<file path="src/rtl/edge_arb_pkg.sv">
// Shared definitions for the edge event arbiter: output FSM encoding and
// the channel-index width helper.
package edge_arb_pkg;

   typedef enum logic {
      ST_EMPTY = 1'b0,
      ST_FULL  = 1'b1
   } state_t;

   // Width of a channel index; never below one bit so two channels still index.
   function automatic int ch_w_of(input int n);
      return (n <= 2) ? 1 : $clog2(n);
   endfunction

endpackage

</file>
<file path="src/rtl/edge_arb_rr.sv">
// Combinational round-robin picker: first requester after `last`, wrapping
// modulo N_CH.
module edge_arb_rr
   import edge_arb_pkg::*;
#(
   parameter int N_CH = 4,
   parameter int CH_W = ch_w_of(N_CH)
) (
   input  logic [N_CH-1:0] req,
   input  logic [CH_W-1:0] last,
   output logic            gnt_v,
   output logic [CH_W-1:0] gnt_idx
);

   logic [CH_W:0] cand;

   // Walk the offsets from farthest to nearest so the nearest requester wins.
   always_comb begin
      gnt_v   = 1'b0;
      gnt_idx = '0;
      cand    = '0;
      for (int k = N_CH; k >= 1; k--) begin
         cand = {1'b0, last} + (CH_W+1)'(k);
         if (cand >= (CH_W+1)'(N_CH)) begin
            cand = cand - (CH_W+1)'(N_CH);
         end
         if (req[cand[CH_W-1:0]]) begin
            gnt_v   = 1'b1;
            gnt_idx = cand[CH_W-1:0];
         end
      end
   end

endmodule

</file>
<file path="src/rtl/edge_event_arbiter.sv">
// Dual-edge event scheduler: per-channel edge detect into one-deep pending
// slots, serialised onto a valid/ready stream by a round-robin arbiter.
module edge_event_arbiter
   import edge_arb_pkg::*;
#(
   parameter int N_CH = 4,
   parameter int CH_W = ch_w_of(N_CH)
) (
   input  logic            clk,
   input  logic            rst,
   input  logic [N_CH-1:0] din,
   input  logic [N_CH-1:0] ch_en,
   input  logic [N_CH-1:0] ovf_clr,
   output logic            ev_valid,
   input  logic            ev_ready,
   output logic [CH_W-1:0] ev_ch,
   output logic            ev_rise,
   output logic [N_CH-1:0] ovf
);

   logic [N_CH-1:0] din_q;
   logic            armed;
   logic [N_CH-1:0] edge_ev;
   logic [N_CH-1:0] pend_v, pend_v_next;
   logic [N_CH-1:0] pend_rise, pend_rise_next;
   logic [N_CH-1:0] ovf_next;
   logic [N_CH-1:0] req, take, drop, slot_load;
   logic            gnt_v;
   logic [CH_W-1:0] gnt_idx;
   logic [CH_W-1:0] last_reg;
   logic            load_en;
   state_t          state_reg, state_next;

   // armed masks the first sampled cycle, where din_q still holds its reset value.
   always_ff @(posedge clk or posedge rst) begin
      if (rst) begin
         din_q <= '0;
         armed <= 1'b0;
      end else begin
         din_q <= din;
         armed <= 1'b1;
      end
   end

   assign edge_ev = (din ^ din_q) & {N_CH{armed}};
   assign req     = pend_v & ch_en;

   generate
      for (genvar gi = 0; gi < N_CH; gi++) begin : g_slot
         assign take[gi]      = load_en && (gnt_idx == CH_W'(gi));
         assign slot_load[gi] = ch_en[gi] && edge_ev[gi] && (!pend_v[gi] || take[gi]);
         assign drop[gi]      = ch_en[gi] && edge_ev[gi] && pend_v[gi] && !take[gi];
         assign pend_v_next[gi]    = ch_en[gi] && (slot_load[gi] || (pend_v[gi] && !take[gi]));
         assign pend_rise_next[gi] = slot_load[gi] ? din[gi] : pend_rise[gi];
         assign ovf_next[gi]       = drop[gi] || (ovf[gi] && !ovf_clr[gi]);
      end
   endgenerate

   always_ff @(posedge clk or posedge rst) begin
      if (rst) begin
         pend_v    <= '0;
         pend_rise <= '0;
         ovf       <= '0;
      end else begin
         pend_v    <= pend_v_next;
         pend_rise <= pend_rise_next;
         ovf       <= ovf_next;
      end
   end

   edge_arb_rr #(
      .N_CH (N_CH),
      .CH_W (CH_W)
   ) u_rr (
      .req     (req),
      .last    (last_reg),
      .gnt_v   (gnt_v),
      .gnt_idx (gnt_idx)
   );

   always_ff @(posedge clk or posedge rst) begin
      if (rst) begin
         state_reg <= ST_EMPTY;
      end else begin
         state_reg <= state_next;
      end
   end

   always_comb begin
      state_next = state_reg;
      case (state_reg)
         ST_EMPTY: if (gnt_v) state_next = ST_FULL;
         ST_FULL:  if (ev_ready && !gnt_v) state_next = ST_EMPTY;
         default:  state_next = ST_EMPTY;
      endcase
   end

   always_comb begin
      load_en  = gnt_v && ((state_reg == ST_EMPTY) || ev_ready);
      ev_valid = (state_reg == ST_FULL);
   end

   // last starts at N_CH-1 so the first search begins at channel 0.
   always_ff @(posedge clk or posedge rst) begin
      if (rst) begin
         ev_ch    <= '0;
         ev_rise  <= 1'b0;
         last_reg <= CH_W'(N_CH - 1);
      end else if (load_en) begin
         ev_ch    <= gnt_idx;
         ev_rise  <= pend_rise[gnt_idx];
         last_reg <= gnt_idx;
      end
   end

endmodule

</file>
<file path="config.mk">
export PLATFORM = sky130hd
export DESIGN_NAME = edge_event_arbiter
export DESIGN_NICKNAME = d
export VERILOG_FILES = /design/src/rtl/edge_arb_pkg.sv /design/src/rtl/edge_arb_rr.sv /design/src/rtl/edge_event_arbiter.sv
export SDC_FILE = /design/constraint.sdc
export NUM_CORES = 1
export LEC_CHECK = 0
export ABC_CLOCK_PERIOD_IN_PS = 1800
export CORE_ASPECT_RATIO = 1.75
export CORE_MARGIN = 1.5
export CORE_UTILIZATION = 45
export DETAILED_ROUTE_END_ITERATION = 8
export PLACE_DENSITY = 0.86
export SLEW_MARGIN = 40
export SYNTH_ARGS = -nofsm -noshare
export SYNTH_HDL_FRONTEND = slang
export SYNTH_SLANG_ARGS = --single-unit
</file>
<file path="constraint.sdc">
create_clock -name clk -period 1.8 [get_ports clk]
set_input_delay 0.54 -clock clk [delete_from_list [all_inputs] [get_ports clk]]
set_output_delay 0.54 -clock clk [all_outputs]
set_load 0.03 [all_outputs]
</file>
==> results.txt <==
----------------------------------------------------
[Timing]
  RSZ-0062 raised after global routing ... true
  Time the final worst path needs with I/O delays and setup ... 1.913 ns
  Final Hold Fails ... 0
  Hold slack final ... 0.4794 ns
  Part of the cycle the worst path needs ... 1.063
  Number of pins exceeding their max-slew limit in the final report ... 0
  Post-Route Skew ... 0.003061 ns
  Number of setup violations in the final report ... 8
  Fmax ... 522.7 MHz
  Setup WS post-layout ... -0.1133 ns

[Setup path]
  Largest fanout of any net on the critical path ... 8
  CP arrival ... 2.08 ns
  Startpoint type of the worst setup path ... register
  Cell Chain, Critical Path ... and3_4 > o22ai_2 > a221o_2 > or4_1 > o211ai_1
  Longest individual stage delay on the worst path ... 0.56 ns
  Crit path kind ... register to register
  CP max-delay cell ... dfstp_2
  Category of cells accounting for the largest share of critical-path delay ... compound AO/OA/AOI/OAI gates
  Worst setup slack for register-to-register paths ... -0.11 ns
  Critical path endpoint category ... register
  Buf/Inv on CP ... 0
  Required time of the critical path ... 1.97 ns

[Hold path]
  Worst min-delay path category ... register to register

[Pwr]
  PwrDens ... 1024 nW/um^2
  Internal power ... 1.181 mW
  Net switching power figure ... 690.1 uW
  Share of total power consumed by net switching ... 0.3688
  Proportion of power drawn by the clock network ... 0.171
  Largest vdd supply drop ... 0.6049 mV
  Comb power frac ... 0.437
  Static Leakage ... 0.8729 nW
  Portion of total power attributed to sequential cells ... 0.392

[Synthesis]
  Total nets after synthesis ... 130
  Cell area after synthesis ... 1177 um^2
  Synth area leader ... dfrtp_1
  Main area contributors after synthesis ... dfrtp_1 (45%), nand2_1 (5.4%), dfstp_2 (4.5%)
  Primary flip-flop cell chosen by synthesis mapping ... dfrtp_1
  Number of warnings printed during yosys synthesis ... 0
  Fraction of the yosys area taken by sequential cells ... 0.4910
  Fraction of synthesis flops using an asynchronous set or reset pin ... 1.000
  Synth Instances ... 115
  Synthesized flop and latch total ... 23
  Netlist cell types ... 41
  Mapped Avg Cell Area ... 10.24 um^2
  Number of enable-type register cells in the synthesized netlist ... 0
  Synth top area share ... 0.4463

[Routing]
  DR iter-0 viols ... 50
  Vias post-DR ... 1192
  Antenna violation net count after detailed routing ... 0
  Detailed-route vias per instance ... 5.872
  DRC violation count after routing ... 0
  Total wire length ... 3.653 mm
  Detailed Routing Iterations Pass 1 ... 4
  Wire length per cell ... 18.00 um

[GRT]
  Tot GR Track Use ... 0.2569
  Via count of the first global-routing pass ... 1307
  GR Util met2 ... 0.4392
  Maximum number of pins on one net before global-route repair ... 24
  Global routing usage on met1 ... 0.2893
  Initial antenna violation count ... 0
  GR Overflow Total ... 0
  Global-route wire length before repair ... 5.768 mm
  Global routing met3 resource utilization ... 0.03061
  Most Used Layer, Global Route ... met2

[Place]
  Final GP Congestion ... 0.8244
  Estimated wirelength of the detail-placed design ... 2.204 mm
  PortBufs ... 22
  Worst setup slack before clock tree synthesis ... -0.7030 ns

[Floorplanning]
  Row count ... 24
  Die Span X ... 41.67 um
  Die height ... 70.67 um
  Boundary pin count ... 23
  Initial Utilization ... 0.4724
  Standard cell core area ... 2492 um^2
  Die area ... 2944 um^2

[Finish]
  Number of inserted diodes ... 0
  Area taken by flip-flops and latches ... 579.3 um^2
  Nets ... 193
  Area grow syn2layout ... 55.15%
  Total area of multi-input combinational cells ... 639.4 um^2
  Fillers ... 168
  Share of layout cells above drive strength 1 ... 0.3729

[Clock network]
  TritonCTS clock tree ... built
  Clock slew seen by the registers of the worst setup and hold paths ... 0.08 ns
  Root buffer selected by CTS ... clkbuf_8
  Maximum buffer depth of the clock tree ... 2
  Number of clock buffers inserted by TritonCTS ... 3
  Clock Sinks ... 23
  Deepest level of the CTS H-tree ... 1
  Hold_buf cts ... 0
  Worst skew pair latency ... 0.26 ns

[Outcome]
  Violated checks ... setup timing
  Status ... finished with violations

[Flow run]
  Max-capacitance violation count ... 0

----------------------------------------------------
-- metal layers --
metal / share of wire / routed length, um
met5: 0 / 0
met1: 0.38 / 1386
met4: 0.044 / 161
met3: 0.034 / 124
met2: 0.54 / 1981
-- logic make-up after synthesis --
group                  after synthesis  synth area share
AO/OA/AOI/OAI                       31            0.2189
AND/OR/NAND/NOR                     41            0.1849
buffers and inverters               11           0.03719
flip-flops                          23            0.4910
XOR/XNOR                             4           0.02975
multiplexers                         4           0.03507
other                                1          0.003185
-- placed cells by master, fill, tap and decap left out, types with 2 or more instances in the layout --
master / synthesis / layout
and3_1: 5 / 4
o22ai_1: 3 / 2
inv_1: 8 / 8
buf_6: 0 / 4
a21oi_1: 2 / 2
dlygate4sd2_1: 0 / 11
buf_2: 2 / 2
nor2_1: 3 / 2
clkdlybuf4s50_1: 0 / 8
o21bai_1: 2 / 2
xor2_1: 4 / 4
mux2i_1: 3 / 3
a22o_1: 5 / 4
o211ai_1: 5 / 5
dfrtp_1: 21 / 20
clkbuf_8: 0 / 3
and2_1: 2 / 2
buf_4: 0 / 35
nand2b_1: 3 / 2
o21a_1: 2 / 2
dfstp_2: 2 / 2
a21o_1: 2 / 2
nor2b_1: 2 / 2
nand2_1: 17 / 17
-- what timing repair did --
action	in CTS	in global routing
setup endpoints to repair	25	13
pin swaps	12	13
setup buffers	12	2
hold endpoints to repair	0	0
gates cloned	0	0
gates resized for setup	29	13
-- through the flow --
step	cell area, um^2	total power, mW	std cells	setup TNS, ns	utilization
floorplan	1186	1.107	115	-0.01336	-
global placement	1604	1.368	185	-8.689	0.6436
detailed placement	1604	1.399	185	-9.881	0.6436
CTS	1774	1.788	201	-0.1447	0.7118
global route	1827	1.967	203	-0.6600	0.7329
finish	1827	1.871	203	-0.3231	0.7329
-- power by group through the flow --
stage          Clock [mW]  Combinational [mW]  Sequential [mW]
2_1_floorplan           0               0.310            0.797
3_3_place_gp            0               0.642            0.726
6_report            0.320               0.818            0.734
4_1_cts             0.325               0.738            0.725
3_5_place_dp            0               0.666            0.733
5_1_grt             0.348               0.871            0.749
-- final timing paths --
kind / depth (start not counted) / endpoint / startpoint
worst max-delay path: 5 / pend_rise[0]$_DFFE_PP0P_ / last_reg[1]$_DFFE_PP1P_
worst min-delay path: 2 / ev_ch[1]$_DFFE_PP0P_ / ev_ch[1]$_DFFE_PP0P_
worst max register to register: 5 / pend_rise[0]$_DFFE_PP0P_ / last_reg[1]$_DFFE_PP1P_
worst min register to register: 2 / ev_ch[1]$_DFFE_PP0P_ / ev_ch[1]$_DFFE_PP0P_
max in group asynchronous: 3 / last_reg[0]$_DFFE_PP1P_ / rst
min in group asynchronous: 3 / pend_v[1]$_DFF_PP0_ / rst
-- Yosys cell counts, types with 2 or more instances --
| cell | n |
|---|---|
| and3_1 | 5 |
| o22ai_1 | 3 |
| o21bai_1 | 2 |
| xor2_1 | 4 |
| buf_2 | 2 |
| mux2i_1 | 3 |
| o211ai_1 | 5 |
| a21o_1 | 2 |
| nand2b_1 | 3 |
| dfrtp_1 | 21 |
| o21a_1 | 2 |
| a21oi_1 | 2 |
| nor2b_1 | 2 |
| a22o_1 | 5 |
| dfstp_2 | 2 |
| and2_1 | 2 |
| inv_1 | 8 |
| nor2_1 | 3 |
| nand2_1 | 17 |
-- worst reg2reg max path, cell delays in order (launching register included) --
cell and delay (ns):
dfstp_2 0.56, and3_4 0.18, o22ai_2 0.08, a221o_2 0.44, or4_1 0.44, o211ai_1 0.13
-- final cells by class --
cell class,count,share of cell area
multi-input cells,81,0.3500
well taps,26,0.01781
flip-flops and latches,23,0.3171
clock buffers,3,0.02260
repair buffers,61,0.2733
clock inverters,1,0.002740
inverters,8,0.01644
(Power assumes the default switching activity.)
